[src/rtl/uart_pkg.sv]
// Shared types and legal parameter ranges for the UART transmit/receive blocks.
package uart_pkg;

    localparam int DATA_W_MIN       = 5;
    localparam int DATA_W_MAX       = 9;
    localparam int CLKS_PER_BIT_MIN = 2;

    typedef enum logic [2:0] {
        IDLE,
        START,
        DATA,
        PARITY,
        STOP
    } uart_tx_state_e;

    typedef enum logic [1:0] {
        NONE = 2'b00,
        EVEN = 2'b01,
        ODD  = 2'b10
    } uart_parity_e;

endpackage

[src/rtl/uart_baud_gen.sv]
// Bit-period timer: pulses o_tick on the last clock of every serial bit.
module uart_baud_gen #(
    parameter int CLKS_PER_BIT = 16
) (
    input  logic i_clk,
    input  logic i_rst,
    input  logic i_clear,
    output logic o_tick
);

    localparam int                CNT_W   = $clog2(CLKS_PER_BIT);
    localparam logic [CNT_W-1:0]  CNT_MAX = CNT_W'(CLKS_PER_BIT - 1);

    logic [CNT_W-1:0] count;

    // NOTE: registered state uses <= so every flop samples pre-edge values.
    always_ff @(posedge i_clk or posedge i_rst) begin
        if (i_rst) begin
            count <= '0;
        end else if (i_clear || count == CNT_MAX) begin
            count <= '0;
        end else begin
            count <= count + CNT_W'(1);
        end
    end

    assign o_tick = (count == CNT_MAX);

endmodule

[src/rtl/uart_tx_frame.sv]
// UART transmitter: valid/ready word input, start + DATA_W bits + optional
// parity + one or two stop bits, each CLKS_PER_BIT clocks long.
module uart_tx_frame
    import uart_pkg::*;
#(
    parameter int DATA_W       = 8,
    parameter int CLKS_PER_BIT = 16
) (
    input  logic              i_clk,
    input  logic              i_rst,
    input  logic [DATA_W-1:0] i_data,
    input  logic              i_valid,
    output logic              o_ready,
    input  logic [1:0]        i_parity,
    input  logic              i_stop2,
    output logic              o_uart_tx,
    output logic              o_busy,
    output logic              o_done
);

    if (DATA_W < DATA_W_MIN || DATA_W > DATA_W_MAX) begin : g_bad_data_w
        $error("uart_tx_frame: DATA_W out of range");
    end
    if (CLKS_PER_BIT < CLKS_PER_BIT_MIN) begin : g_bad_clks_per_bit
        $error("uart_tx_frame: CLKS_PER_BIT out of range");
    end

    localparam int               BIT_W    = $clog2(DATA_W + 1);
    localparam logic [BIT_W-1:0] LAST_BIT = BIT_W'(DATA_W - 1);

    uart_tx_state_e    state;
    logic [DATA_W-1:0] shift;
    logic [BIT_W-1:0]  bit_cnt;
    logic              par_en;
    logic              par_bit;
    logic              stop2;
    logic              tx;
    logic              done;
    logic              tick;
    logic              par_next;

    // Odd parity is the inverse of even parity over the same data bits.
    assign par_next = (^i_data) ^ (i_parity == ODD);

    // Holding the timer clear while idle aligns bit periods to the accept edge.
    uart_baud_gen #(
        .CLKS_PER_BIT(CLKS_PER_BIT)
    ) u_baud_gen (
        .i_clk  (i_clk),
        .i_rst  (i_rst),
        .i_clear(state == IDLE),
        .o_tick (tick)
    );

    always_ff @(posedge i_clk or posedge i_rst) begin
        if (i_rst) begin
            state   <= IDLE;
            shift   <= '0;
            bit_cnt <= '0;
            par_en  <= 1'b0;
            par_bit <= 1'b0;
            stop2   <= 1'b0;
            tx      <= 1'b1;
            done    <= 1'b0;
        end else begin
            done <= 1'b0;
            case (state)
                IDLE: begin
                    if (i_valid) begin
                        shift   <= i_data;
                        par_bit <= par_next;
                        par_en  <= (i_parity == EVEN) || (i_parity == ODD);
                        stop2   <= i_stop2;
                        bit_cnt <= '0;
                        tx      <= 1'b0;
                        state   <= START;
                    end
                end
                START: begin
                    if (tick) begin
                        tx    <= shift[0];
                        state <= DATA;
                    end
                end
                DATA: begin
                    if (tick) begin
                        shift <= shift >> 1;
                        if (bit_cnt == LAST_BIT) begin
                            bit_cnt <= '0;
                            if (par_en) begin
                                tx    <= par_bit;
                                state <= PARITY;
                            end else begin
                                tx    <= 1'b1;
                                state <= STOP;
                            end
                        end else begin
                            bit_cnt <= bit_cnt + BIT_W'(1);
                            tx      <= shift[1];
                        end
                    end
                end
                PARITY: begin
                    if (tick) begin
                        tx    <= 1'b1;
                        state <= STOP;
                    end
                end
                STOP: begin
                    // bit_cnt marks whether the first of two stop bits is done.
                    if (tick) begin
                        if (stop2 && bit_cnt == '0) begin
                            bit_cnt <= BIT_W'(1);
                        end else begin
                            bit_cnt <= '0;
                            done    <= 1'b1;
                            state   <= IDLE;
                        end
                    end
                end
                default: begin
                    tx    <= 1'b1;
                    state <= IDLE;
                end
            endcase
        end
    end

    assign o_ready   = (state == IDLE);
    assign o_busy    = (state != IDLE);
    assign o_uart_tx = tx;
    assign o_done    = done;

endmodule

[config.mk]
export PLATFORM = sky130hd
export DESIGN_NAME = uart_tx_frame
export DESIGN_NICKNAME = d
export VERILOG_FILES = /design/src/rtl/uart_pkg.sv /design/src/rtl/uart_baud_gen.sv /design/src/rtl/uart_tx_frame.sv
export SDC_FILE = /design/constraint.sdc
export NUM_CORES = 1
export LEC_CHECK = 0
export ABC_AREA = 1
export CORE_MARGIN = 2
export CORE_UTILIZATION = 45
export DETAILED_ROUTE_END_ITERATION = 6
export GPL_ROUTABILITY_DRIVEN = 1
export GPL_TIMING_DRIVEN = 0
export HOLD_SLACK_MARGIN = 0.1
export PLACE_DENSITY = 0.71
export SETUP_SLACK_MARGIN = 0.2
export SYNTH_ARGS = -nofsm -noshare
export SYNTH_HDL_FRONTEND = slang
export SYNTH_HIERARCHICAL = 1
export SYNTH_SLANG_ARGS = --single-unit
[constraint.sdc]
create_clock -name i_clk -period 1.4 [get_ports i_clk]
set_input_delay 0.21 -clock i_clk [delete_from_list [all_inputs] [get_ports i_clk]]
set_output_delay 0.21 -clock i_clk [all_outputs]
set_load 0.005 [all_outputs]
==> impl_metrics.csv, run 1 <==
group,metric,value,unit
run_status,violations,"negative setup slack",
detailed_routing,drt_iter0_drc,70,
synth,syn_inst,201,
grt,antenna_found_initial,0,
clock_network,clock_latency,0.32,ns
floorplanning,initial_utilization,0.466,
clock_network,cts_max_path_buffers,2,
synth,synth_common_cells,"50 x nand2_1, 29 x inv_1, 23 x dfrtp_1",
clock_network,clk_pin_slew_worst_paths,0.13,ns
sta,fin_worst_skew,0.000934,ns
detailed_routing,vias,1453,
cells_and_area,n_fill_cell,286,
worst_setup_path,arrival,1.29,ns
grt,grt_pass1_wl,6130,um
synth,synthDistinctLibCells,33,
placement,dp_hpwl,2330,um
clock_network,clock-root-buffer,"clkbuf_4",
detailed_routing,wl_per_cell,12.3,um
cells_and_area,n_antenna_cell,0,
synth,syn_area_per_cell,7.74,sq um
synth,yosys.area_share.simple,0.292,
cells_and_area,syn_to_final_growth,36.1,%
grt,grt_pass1_vias,1364,
placement,numPortBuffers,17,
synth,seq_area_frac_synth,0.387,
clock_network,cts_made_buffers,3,
worst_setup_path,start_kind,"flip-flop",
floorplanning,die_h,62.8,um
sta,timing.setup.tns,-1.01,ns
sta,period_share,1.07,
detailed_routing,drt-pass1-iter-count,4,
floorplanning,die_area,3940,sq um
sta,slew_headroom,0.484,
synth,synth_top_family_by_area,"simple AND/OR/NAND/NOR gates",
grt,grt_overflow,0,
clock_network,cts_tree,"yes",
synth,ys_ff_latch,24,
synth,post-synth-top-count-cell,"nand2_1",
sta,slew_viol_final,0,
synth,synthAdderAreaFrac,0.0322,
clock_network,cts_max_level,1,
synth,synth_edf_count,0,
floorplanning,fp-row-count,21,
synth,syn-num-nets,219,
detailed_routing,wirelength,3600,um
synth,async_flop_share,1.00,
floorplanning,die_x,62.8,um
sta,timing.fmax,0.667,GHz
worst_setup_path,critPathRequiredTime,1.19,ns
synth,synth_area_leaders,"dfrtp_1 37%, nand2_1 12%, inv_1 7.0%",
synth,synth_warnings,6,
synth,synth_compound_gate_area_share,0.175,
worst_setup_path,cp_max_fo,4,
sta,rsz0062_at_grt,"true",
synth,yosysTopAreaCellShare,0.370,
sta,worst_pin_slew,0.773,ns
sta,setup_viol,16,
run,drv_cap,0,
power_and_ir_drop,power_density,2080,nW/um^2
power_and_ir_drop,total_power,4.41,mW
min_path,hp-class,"in2async",
worst_setup_path,end_kind,"output port",
sta,finalHoldViolations,0,
synth,synth_top_area_cell,"dfrtp_1",
synth,synth_ff_type,"dfrtp_1",
cells_and_area,final_area,2120,sq um
synth,synthMuxAreaShare,0,
cells_and_area,drive_gt1_frac,0.296,
worst_setup_path,critPathKind,"reg2out",
detailed_routing,ant_nets,0,
grt,grt_max_degree,21,
synth,synth_area,1560,sq um
cells_and_area,layout.nets,266,
sta,finalWorstSetupSlack,-0.0982,ns
sta,fin_crit,1.50,ns
placement,gp_congestion,0.802,
synth,synth_xor_xnor_area_share,0.0169,
floorplanning,pin_count,18,
power_and_ir_drop,vdd_drop_max,0.00106,V
power_and_ir_drop,power_leakage,1.03,nW
run_status,outcome,"finished, violations left",
floorplanning,coreArea,3340,sq um
detailed_routing,drc,0,
detailed_routing,via_per_inst,4.96,
clock_network,cts_sinks,24,
placement,post_dp_cell_area,1810,sq um
grt,grt_usage,0.198,
[per-layer routing]
layer / GRT usage / share of wire
met1: 0.233 / 0.41
met2: 0.352 / 0.54
met5: 0 / 0
met4: 0.0778 / 0.015
met3: 0.0414 / 0.041
[per-stage QoR]
step | util | worst slack (ns) | cells | hold WS [ns]
2_1_floorplan | - | -0.0215 | 201 | -0.0239
3_3_place_gp | 0.543 | -0.194 | 264 | 0.435
3_5_place_dp | 0.543 | -0.214 | 264 | 0.439
4_1_cts | 0.603 | -0.104 | 285 | 0.372
5_1_grt | 0.634 | -0.183 | 293 | 0.423
6_report | 0.634 | -0.0982 | 293 | 0.336
[path summary, 6_finish.rpt]
path / endpoint / start / cells past startpoint / slack [ns]
max: o_ready / state[0]$_DFFE_PP0P_ / 5 / -0.1
min: o_done$_DFF_PP0_ / i_rst / 2 / 0.34
max reg2reg: shift[5]$_DFFE_PP0P_ / u_baud_gen/count[1]$_DFF_PP0_ / 10 / -0.09
min reg2reg: par_bit$_DFFE_PP0P_ / par_bit$_DFFE_PP0P_ / 2 / 0.50
max in group asynchronous: state[2]$_DFFE_PP0P_ / i_rst / 2 / 0.53
min in group i_clk: stop2$_DFFE_PP0P_ / i_stop2 / 3 / 0.42
[report_power, final]
group | internal (mW) | leakage (nW) | switching, mW
Clock | 0.112 | 0.0150 | 0.208
Combinational | 1.34 | 0.720 | 1.53
Sequential | 1.00 | 0.300 | 0.220
Total | 2.46 | 1.03 | 1.96
[registers in the layout, indices dropped and copies added, names as in the netlist]
register          cells
o_uart_tx             1
state                 3
stop2                 1
shift                 8
o_done                1
u_baud_gen/count      4
par_en                1
bit_cnt               4
par_bit               1
[repair_timing]
action	in CTS	in global routing
hold endpoints to repair	4	0
hold buffers	1	0
cloned	1	0
pin swaps	12	7
setup buffers	15	8
endpoints found under the setup margin	23	26
gates resized for setup	28	12
[cells by family (layout without fill, tap and decap cells)]
logic type	count (synthesis)	in the layout
xor+xnor	3	3
compound gates	38	38
fa+ha+maj	4	4
buf+inv	35	81
simple gates	97	97
flops	24	24
[layout make-up]
type,count,area (sq um),share of cell area
multi-input combinational,142,896,0.423
sequential,24,603,0.285
timing repair buffer,42,378,0.178
inverter,33,129,0.0609
tap,46,57.6,0.0272
buffer,2,27.5,0.0130
clock buffer,4,26.3,0.0124
[layout by cell type, fill, tap and decap left out, drive strengths merged, types with 3 or more instances in the layout]
cell and n:
dfrtp 23, a21oi 9, nor2 26, nand2 55, o21ai 17, clkbuf 5
o211ai 6, clkdlybuf4s50 13, buf 28, ha 4, inv 33, nand3 10
nand4 3, o21bai 3
[worst max-delay path, cell delays in order (launching register included)]
cell and delay, ns:
dfrtp_1 0.45, inv_2 0.10, nand2_2 0.07, nor2_4 0.13, buf_4 0.13, buf_2 0.10
No activity file was read; power rests on OpenSTA's default activity.
==> run 2, diff against run 1 <==
- CAP_MARGIN: unset -> 20
- CORE_UTILIZATION: 45 -> 25
- PLACE_DENSITY: 0.71 -> 0.45
==> impl_metrics.csv, run 2 (same netlist as run 1, synthesis figures left out) <==
group,metric,value,unit
worst_setup_path,reg2reg_from,"state[0]$_DFFE_PP0P_",
cells_and_area,layout.nets,271,
sta,setup_viol,17,
floorplanning,die_h,82.9,um
power_and_ir_drop,pwr-share-clk,0.102,
cells_and_area,final_common_cell,"nand2_1",
detailed_routing,drt_iter0_drc,36,
placement,gp_congestion,0.763,
worst_setup_path,r2r_slack,-0.1,ns
sta,timing.fmax,0.668,GHz
clock_network,cts_tree,"yes",
sta,slew_headroom,0.681,
grt,grt_overflow,0,
floorplanning,die_x,82.9,um
cells_and_area,n_fill_cell,644,
power_and_ir_drop,power_density,2090,nW/um^2
power_and_ir_drop,p_int,2.77,mW
floorplanning,fp-row-count,28,
run,drv_cap,0,
worst_setup_path,start_kind,"flip-flop",
placement,dp_hpwl,2540,um
power_and_ir_drop,power_switching,2.07,mW
power_and_ir_drop,combPwrFrac,0.648,
floorplanning,die_area,6870,sq um
detailed_routing,wirelength,3800,um
run_status,violations,"negative setup slack",
clock_network,cts_max_path_buffers,2,
detailed_routing,via_per_inst,4.41,
power_and_ir_drop,total_power,4.83,mW
worst_setup_path,crit_path_start,"state[0]$_DFFE_PP0P_",
grt,grt_pass1_vias,1432,
worst_setup_path,arrival,1.66,ns
clock_network,clock-root-buffer,"clkbuf_8",
power_and_ir_drop,power_leakage,1.09,nW
cells_and_area,final_area,2310,sq um
floorplanning,pin_count,18,
cells_and_area,regMostFlops,"shift",
worst_setup_path,critPathKind,"reg2reg",
sta,finalWorstSetupSlack,-0.0972,ns
worst_setup_path,r2r_cells,11,
sta,worst_pin_slew,0.477,ns
clock_network,cts_made_buffers,3,
detailed_routing,vias,1442,
cells_and_area,mostFrequentLayoutCells,"41 x nand2_1, 24 x inv_1, 22 x dfrtp_1",
worst_setup_path,cp_max_fo,7,
detailed_routing,wl_per_cell,11.6,um
clock_network,cts_max_level,1,
power_and_ir_drop,power_frac_seq,0.251,
sta,finalHoldViolations,0,
clock_network,clk_pin_slew_worst_paths,0.09,ns
grt,grt_max_degree,21,
cells_and_area,syn_to_final_growth,48.7,%
detailed_routing,drt-pass1-iter-count,4,
worst_setup_path,critPathRequiredTime,1.56,ns
worst_setup_path,end_kind,"flip-flop",
cells_and_area,top_regs,"shift (8), bit_cnt (4), u_baud_gen/count (4)",
sta,timing.setup.tns,-1.11,ns
grt,antenna_found_initial,0,
sta,rsz0062_at_grt,"true",
placement,dp_slack,-0.225,ns
worst_setup_path,path_cells,"inv_2 -> nand2_2 -> nor2_4 -> buf_6 -> buf_6 -> nand2_8 -> nand2_8 -> nor2_8 -> buf_12 -> o211ai_4 -> o21ai_2",
cells_and_area,drive_gt1_frac,0.373,
min_path,hp-class,"in2async",
floorplanning,initial_utilization,0.261,
placement,numPortBuffers,17,
clock_network,clock_latency,0.27,ns
power_and_ir_drop,swShare,0.428,
worst_setup_path,reg2reg_to,"shift[1]$_DFFE_PP0P_",
clock_network,postCtsHoldBufs,0,
sta,slew_viol_final,0,
floorplanning,coreArea,5960,sq um
detailed_routing,ant_nets,0,
sta,fin_worst_skew,0.00682,ns
grt,grt_usage,0.114,
power_and_ir_drop,vdd_drop_max,0.000817,V
cells_and_area,largest_reg_flops,8,
run_status,outcome,"finished, violations left",
grt,grt_pass1_wl,6380,um
sta,fin_crit,1.50,ns
sta,period_share,1.07,
worst_setup_path,critPathCapture,"shift[1]$_DFFE_PP0P_",
worst_setup_path,slowest_stage,"dfrtp_1",
cells_and_area,n_antenna_cell,0,
detailed_routing,drc,0,
placement,post_dp_cell_area,1850,sq um
clock_network,cts_sinks,24,
worst_setup_path,slowest_delay,0.42,ns
-- run 2: cell count changes in the layout (fill, tap and decap cells not counted), moves of 5 or more --
| cell | previous run | this run |
|---|---|---|
| buf_6 | 4 | 13 |
| dlygate4sd2_1 | 0 | 5 |
| nand2_1 | 47 | 41 |
| nand2_2 | 3 | 9 |
-- run 2: repair_timing --
item / CTS / global route
resized for setup: 58 / 11
pin swaps: 23 / 15
buffers inserted: 25 / 4
cloned: 0 / 1
endpoints found under the setup margin: 24 / 27
-- run 2: through the flow --
stage               utilization  instances  hold WS [ns]
floorplan                     -        201       -0.0239
global placement          0.310        293         0.442
detailed placement        0.310        293         0.457
CTS                       0.372        322         0.153
global route              0.388        327         0.220
finish                    0.388        327         0.199
-- run 2: area by class of cell --
| type | count | area, sq um | share of cell area |
|---|---|---|---|
| plain buffers | 2 | 27.5 | 0.0119 |
| clock buffers | 4 | 55.1 | 0.0238 |
| inverters | 33 | 135 | 0.0584 |
| multi-input cells | 142 | 952 | 0.412 |
| flip-flops and latches | 24 | 603 | 0.261 |
| well taps | 75 | 93.8 | 0.0406 |
| repair buffers | 47 | 445 | 0.193 |
-- run 2: how the worst min path moves through the flow --
stage          slack [ns]   from                       endpoint
2_1_floorplan       -0.02  i_rst  u_baud_gen/count[0]$_DFF_PP0_
3_3_place_gp         0.44  i_rst  u_baud_gen/count[0]$_DFF_PP0_
3_5_place_dp         0.46  i_rst  u_baud_gen/count[0]$_DFF_PP0_
4_1_cts              0.15  i_rst  u_baud_gen/count[0]$_DFF_PP0_
5_1_grt              0.22  i_rst  u_baud_gen/count[0]$_DFF_PP0_
6_report             0.20  i_rst  u_baud_gen/count[3]$_DFF_PP0_
-- run 2: power groups by stage --
stage	combinational, mW	sequential, mW	clock, mW
finish	3.13	1.21	0.491
global route	3.45	1.25	0.521
CTS	2.87	1.21	0.507
detailed placement	2.17	1.23	0
global placement	2.17	1.23	0
floorplan	1.72	1.17	0
-- run 2: critical path: cells and delay by family (launching register included) --
family | cells | cell delay [ns]
AO/OA/AOI/OAI | 2 | 0.12
buffers and inverters | 4 | 0.44
flip-flops | 1 | 0.42
AND/OR/NAND/NOR | 5 | 0.39
-- run 2: per-layer routing --
layer	GRT usage	part of all wire	vias to the layer above
met2	0.210	0.50	22
met4	0.0313	0.012	0
li1	-	-	746
met1	0.131	0.46	670
met5	0	0	-
met3	0.0249	0.027	4
